==> config.mk <==
export PLATFORM = sky130hd
export DESIGN_NAME = jk_bank
export DESIGN_NICKNAME = d
export VERILOG_FILES = /design/src/rtl/jk_pkg.sv /design/src/rtl/jk_cell.sv /design/src/rtl/jk_bank.sv
export SDC_FILE = /design/constraint.sdc
export NUM_CORES = 1
export LEC_CHECK = 0
export CORE_UTILIZATION = 41
export CTS_CLUSTER_DIAMETER = 100
export DETAILED_ROUTE_END_ITERATION = 8
export GPL_TIMING_DRIVEN = 0
export PLACE_DENSITY = 0.76
export SLEW_MARGIN = 25
export SYNTH_ARGS = -nofsm -noshare
export SYNTH_HDL_FRONTEND = slang
export SYNTH_SLANG_ARGS = --single-unit
==> constraint.sdc <==
create_clock -name clk -period 2.03 [get_ports clk]
set_clock_uncertainty 0.2 [all_clocks]
set_input_delay 0.3045 -clock clk [delete_from_list [all_inputs] [get_ports clk]]
set_output_delay 0.3045 -clock clk [all_outputs]
set_load 0.02 [all_outputs]
==> src/rtl/jk_pkg.sv <==
// jk_pkg: mode encodings shared by the JK bank and its bench
package jk_pkg;
  typedef enum logic [1:0] {
    MODE_JK = 2'b00,
    MODE_UP = 2'b01,
    MODE_DN = 2'b10,
    MODE_LD = 2'b11
  } mode_e;
endpackage

==> src/rtl/jk_cell.sv <==
// jk_cell: single JK flip-flop with enable and synchronous active-low reset
module jk_cell (
  input  logic clk,
  input  logic reset,
  input  logic en,
  input  logic j,
  input  logic k,
  input  logic rst_val,
  output logic q
);
  // hold on 00, clear on 01, set on 10, toggle on 11
  always_ff @(posedge clk)
    if (!reset) q <= rst_val;
    else if (en) q <= (j & ~q) | (~k & q);
endmodule

==> src/rtl/jk_bank.sv <==
// jk_bank: bank of JK cells steered as JK register, up/down counter or loader
module jk_bank
  import jk_pkg::*;
#(
  parameter int WIDTH = 4,
  parameter logic [WIDTH-1:0] RST_VAL = '0
) (
  input  logic             clk,
  input  logic             reset,
  input  logic             en,
  input  logic [1:0]       mode,
  input  logic [WIDTH-1:0] j,
  input  logic [WIDTH-1:0] k,
  output logic [WIDTH-1:0] q,
  output logic [WIDTH-1:0] qn,
  output logic             tc,
  output logic             chg
);
  mode_e m;
  logic [WIDTH-1:0] up, dn, jv, kv, nxt;
  assign m = mode_e'(mode);
  // ripple-carry/borrow enables and per-mode J/K steering
  always_comb begin
    up[0] = 1'b1;
    dn[0] = 1'b1;
    for (int i = 1; i < WIDTH; i++) begin
      up[i] = up[i-1] & q[i-1];
      dn[i] = dn[i-1] & ~q[i-1];
    end
    jv  = m == MODE_UP ? up : m == MODE_DN ? dn : j;
    kv  = m == MODE_UP ? up : m == MODE_DN ? dn : m == MODE_LD ? ~j : k;
    nxt = (jv & ~q) | (~kv & q);
  end
  for (genvar g = 0; g < WIDTH; g++) begin : g_cell
    jk_cell u_cell (
      .clk(clk), .reset(reset), .en(en), .j(jv[g]), .k(kv[g]),
      .rst_val(RST_VAL[g]), .q(q[g])
    );
  end
  assign qn = ~q;
  assign tc = (m == MODE_UP && &q) || (m == MODE_DN && ~|q);
  // flag an enabled edge where the bank actually moved
  always_ff @(posedge clk)
    if (!reset) chg <= 1'b0;
    else chg <= en && (nxt != q);
endmodule
Word level (Yosys, flattened, before mapping)
Cells that the tools add are included.
W data, S select, Z words.
{"block": "op_classes", "bitwise": 30, "n_reduce_logical": 7, "eq_ne": 4, "mux": 5}
{"operator": "$mux W4", "n": 5}
{"operator": "$and A1 B1 Y1", "n": 12}
{"operator": "$not A4 Y4", "n": 3}
{"operator": "$and A4 B4 Y4", "n": 2}
{"operator": "$not A1 Y1", "n": 8}
{"operator": "$eq A2 B2 Y1 const B", "n": 2}
{"operator": "$ne A4 B4 Y1", "n": 1}
{"operator": "$or A1 B1 Y1", "n": 4}
{"operator": "$or A4 B4 Y4", "n": 1}
{"operator": "$reduce_and A4 Y1", "n": 1}
{"operator": "$reduce_or A4 Y1", "n": 1}
{"operator": "$logic_and A1 B1 Y1", "n": 3}
{"operator": "$eq A2 B1 Y1 const B", "n": 1}
{"operator": "$logic_not A1 Y1", "n": 1}
{"operator": "$logic_or A1 B1 Y1", "n": 1}
{"block": "totals", "out_inout_bits": 10, "regBits": 5}

Depth between registers and ports, before layout
{"block": "depth", "depth_word": 10, "mapped_depth": 6}

By module
From an unflattened synthesis, not the netlist that was laid out.
{"block": "unflattened", "hier_cells": 81, "area_unflattened_um2": 660.6}
{"module": "jk_bank", "cells_each": 57, "area_each_um2": 415.4, "instances": 1, "seq_area_each_um2": 20.0}
{"module": "jk_cell", "cells_each": 6, "area_each_um2": 61.3, "instances": 4, "seq_area_each_um2": 30.0}

Least setup slack after synthesis
OpenSTA, ideal clock, no wires.
{"block": "synth_timing", "path_type": "register -> output", "start": "register g_cell[0].u_cell.q", "end": "output port tc", "required_time_ns": 1.525, "arrival_ns": 1.442, "stages_incl_launch_ff": 5, "path_buffers": 1, "path_slack_ns": 0.084, "path_cell_list": "dfxtp_1 buf_6 or4b_4 or3_1 o31ai_1"}
{"block": "synth_between", "elab_chain_cells": 4, "elab_cells_between_ends": 6, "cone_classes": "reduce/logical: 6"}
{"item": "from (decl)", "line_no": "jk_cell.sv:9", "rtl": "output logic q"}
{"item": "from (signal assigned)", "line_no": "jk_cell.sv:13", "rtl": "if (!reset) q <= rst_val;"}
{"item": "from (signal assigned)", "line_no": "jk_cell.sv:14", "rtl": "else if (en) q <= (j & ~q) | (~k & q);"}
{"item": "$reduce_or A4 Y1", "line_no": "jk_bank.sv:41", "rtl": "assign tc = (m == MODE_UP && &q) || (m == MODE_DN && ~|q);"}
{"item": "$logic_not A1 Y1", "line_no": "jk_bank.sv:41"}
{"item": "$logic_and A1 B1 Y1", "line_no": "jk_bank.sv:41"}
{"item": "$logic_or A1 B1 Y1 (*)", "line_no": "jk_bank.sv:41"}
{"item": "to (decl)", "line_no": "jk_bank.sv:16", "rtl": "output logic tc,"}
Mark *: on every way between the ends. The rest lies on a longest branch, timed or not.

Worst setup path after layout
{"block": "layout_timing", "start": "register g_cell[1].u_cell.q", "end": "output port tc"}
{"block": "layout_between", "elab_chain_cells": 4, "elab_cells_between_ends": 6, "cone_classes": "reduce/logical: 6"}
{"item": "from (decl)", "line_no": "jk_cell.sv:9"}
{"item": "from (signal assigned)", "line_no": "jk_cell.sv:13"}
{"item": "from (signal assigned)", "line_no": "jk_cell.sv:14"}
{"item": "$reduce_or A4 Y1", "line_no": "jk_bank.sv:41"}
{"item": "$logic_not A1 Y1", "line_no": "jk_bank.sv:41"}
{"item": "$logic_and A1 B1 Y1", "line_no": "jk_bank.sv:41"}
{"item": "$logic_or A1 B1 Y1 (*)", "line_no": "jk_bank.sv:41"}
Marked as above.

==> results by group <==
Placement
  • Cells after DPL: 110
  • HPWL Detailed: 1.04 mm
  • # port buffers: 21
  • Dpl ws: -0.924 ns
  • Final weighted congestion in routability-driven placement: roughly 0.73

Worst hold path
  • Hold WC Path Type: input pin to flop

Setup path
  • Crit Path Max Fanout: 2
  • Critical path data arrival time: 1.69 ns
  • Element type at the critical path end: primary output
  • CP Launch Type: flop
  • Required @ worst endpoint: 1.53 ns
  • Reg2reg setup slack: 0.21 ns
  • Critical path class: flop to primary output

Power
  • Sw Pwr: between 0.1 and 0.15 mW
  • Part of the power in registers: 27.3%
  • Clock power frac: 28.2%
  • Combinational share of power: 44.5%
  • Int Power: 0.284 mW
  • Power per Cell Area: 516 nW/um^2
  • Static leakage: 0.327 nW
  • Max VDD drop: 0.245 mV
  • Switching part of the total power: 34.0%
  • Total Power: 0.430 mW

Layout
  • Fin nets: 114
  • Post-route non-filler standard cell count: 115
  • Syn-to-layout area delta: 44.5%
  • Antenna Cells: 0
  • Share of layout cells above drive strength 1: between 20% and 30%

Die
  • Die area: 1560 um^2
  • I/O Pins: 23
  • Die H: between 30 and 40 um
  • Die X: 39.5 um
  • Initial Util: between 40 and 50%
  • Core Footprint: 1300 um^2
  • FP Rows: 13

Yosys
  • Sequential share of the synthesized area: 17.4%
  • Post-synth top cells: inv_1 (6), nand2_1 (6), nor2_1 (6)
  • Seq cells post-synth: 5
  • Top area cells in the synthesized netlist: dfxtp_1 (17%), nor2b_1 (5.4%), a211oi_1 (5.2%)
  • Asr flop ratio synth: 0%
  • Post-synth cell types: 31
  • Mapped Avg Cell Area: 7.79 um^2
  • Post-synthesis net count: 87
  • Synthesized cell area: 577 um^2
  • Number of flops mapped to enable cells by yosys: 0
  • Most used DFF post-synth: dfxtp_1
  • Share of the synthesized area in the top cell type: 17.4%
  • Ys Warns: 0
  • Post-Synthesis Cells: 74
  • Yosys top cell by area: dfxtp_1

GRT
  • Initial antenna violation count: 0
  • Met1 Usage GRT: 26.4%
  • First-pass GRT wire length: 2.26 mm
  • GRT Residual Overflow: 0
  • Met2 Usage GRT: 37.3%
  • Number of global-route vias before repair: between 500 and 600
  • Largest net degree at the start of global routing: 12
  • Busiest grt layer: met2
  • Met3 Usage GRT: ~5%
  • GRT Util Overall: a little over a fifth

Drt
  • Initial detailed-routing violation count: 6
  • Routed WL: 1.39 mm
  • DR WL/cell: 12.1 um
  • Avg Vias per Cell: 5.22
  • Post-route ant nets: 0
  • DR pass1 iterations: 4
  • DRC Markers: 0
  • Via count: 600

Clocking
  • Root Buffer Master: clkbuf_4
  • Reg clk slew, reported paths: 0.05 ns
  • CTS HTree Levels: 1
  • # clock sinks: 5
  • Clock Latency Late Sink: 0.25 ns
  • Longest Clk Path Bufs: 2
  • CTS tree: built
  • CTS buffer count: 3

Run status
  • Run status: finished, violations left
  • Violated checks: setup timing

Timing
  • RSZ-0062 raised after global routing: true
  • Final hold vios: 0
  • Final critical-path required period: 2.19 ns
  • Final Cycle Share: 108%
  • Fin. max-slew vios: 0
  • Slew @ Worst Pin: 0.347 ns
  • Finish-stage setup viols: 1
  • Fmax: 456 MHz
  • Setup ws final: -0.163 ns
  • Rel. slew slack: 76.7%
  • Setup TNS: -0.163 ns

Run
  • MaxCap Viol Count: 0
[repair_timing]
action                                  in CTS  in global routing
hold buffers                                 0                  0
resized for setup                           12                  2
pin swaps                                    2                  1
endpoints found under the setup margin       1                  1
setup buffers                                2                  0
[path summary, 6_finish.rpt]
path                       from                  to  cells past startpoint
max          g_cell[1].u_cell.q                  tc                      4
min                          en                 chg                      3
max reg2reg  g_cell[1].u_cell.q                 chg                      5
min reg2reg  g_cell[3].u_cell.q  g_cell[3].u_cell.q                      2
[worst max-delay path: stages (launching register included)]
cell	delay, ns
dfxtp_4	0.34
or4b_4	0.53
or3_1	0.31
o31ai_1	0.06
buf_2	0.20
[per-layer routing]
layer	vias to the layer above	share of wire [%]
met4	0	1.3
met3	2	2.9
met5	-	0
met1	271	44
met2	15	51
li1	312	-
[registers in the layout, summed over array words and instances (netlist names)]
register / cells
g_cell.u_cell.q: 4
chg: 1
[logic make-up after synthesis]
kind of cell	Yosys count	share of synthesized area [%]
AND/OR/NAND/NOR	28	28.2
buffers and inverters	14	17.1
flip-flops	5	17.4
AO/OA/AOI/OAI	24	28.0
multiplexers	2	7.81
XOR/XNOR	1	1.52
[placed cells by master, fill, tap and decap left out, drive strengths merged, types with 2 or more instances in the layout]
master / n
nand2b: 2
a31oi: 2
nor2: 6
or3: 2
clkbuf: 5
or2b: 2
o21ai: 5
a211oi: 4
clkdlybuf4s50: 18
nand2: 6
a21oi: 5
nor2b: 5
inv: 6
o2bb2ai: 2
buf: 9
dfxtp: 5
[metrics by stage]
step / utilization [%] / cell area, um^2 / hold slack (ns)
after floorplan: - / 577 / 0.227
after global placement: 61.9 / 806 / 0.321
after detailed placement: 61.9 / 806 / 0.331
after CTS: 64.2 / 836 / 0.215
after global routing: 64.0 / 833 / 0.238
final: 64.0 / 833 / 0.228
[layout make-up]
cell class / instances / area (um^2)
multi-input cells: 55 / 378
plain buffers: 7 / 65.1
repair buffers: 23 / 215
fillers: 134 / 468
flip-flops and latches: 5 / 108
clock buffers: 4 / 26.3
well taps: 15 / 18.8
inverters: 6 / 22.5
[power groups by stage]
stage                     Combinational (mW)  Clock, mW  Sequential, mW
after floorplan                        0.119          0           0.118
after global placement                 0.189          0           0.119
after detailed placement               0.192          0           0.119
after CTS                              0.191      0.126           0.118
after global routing                   0.209      0.131           0.119
final                                  0.191      0.121           0.117
No activity file was read; power rests on OpenSTA's default activity.
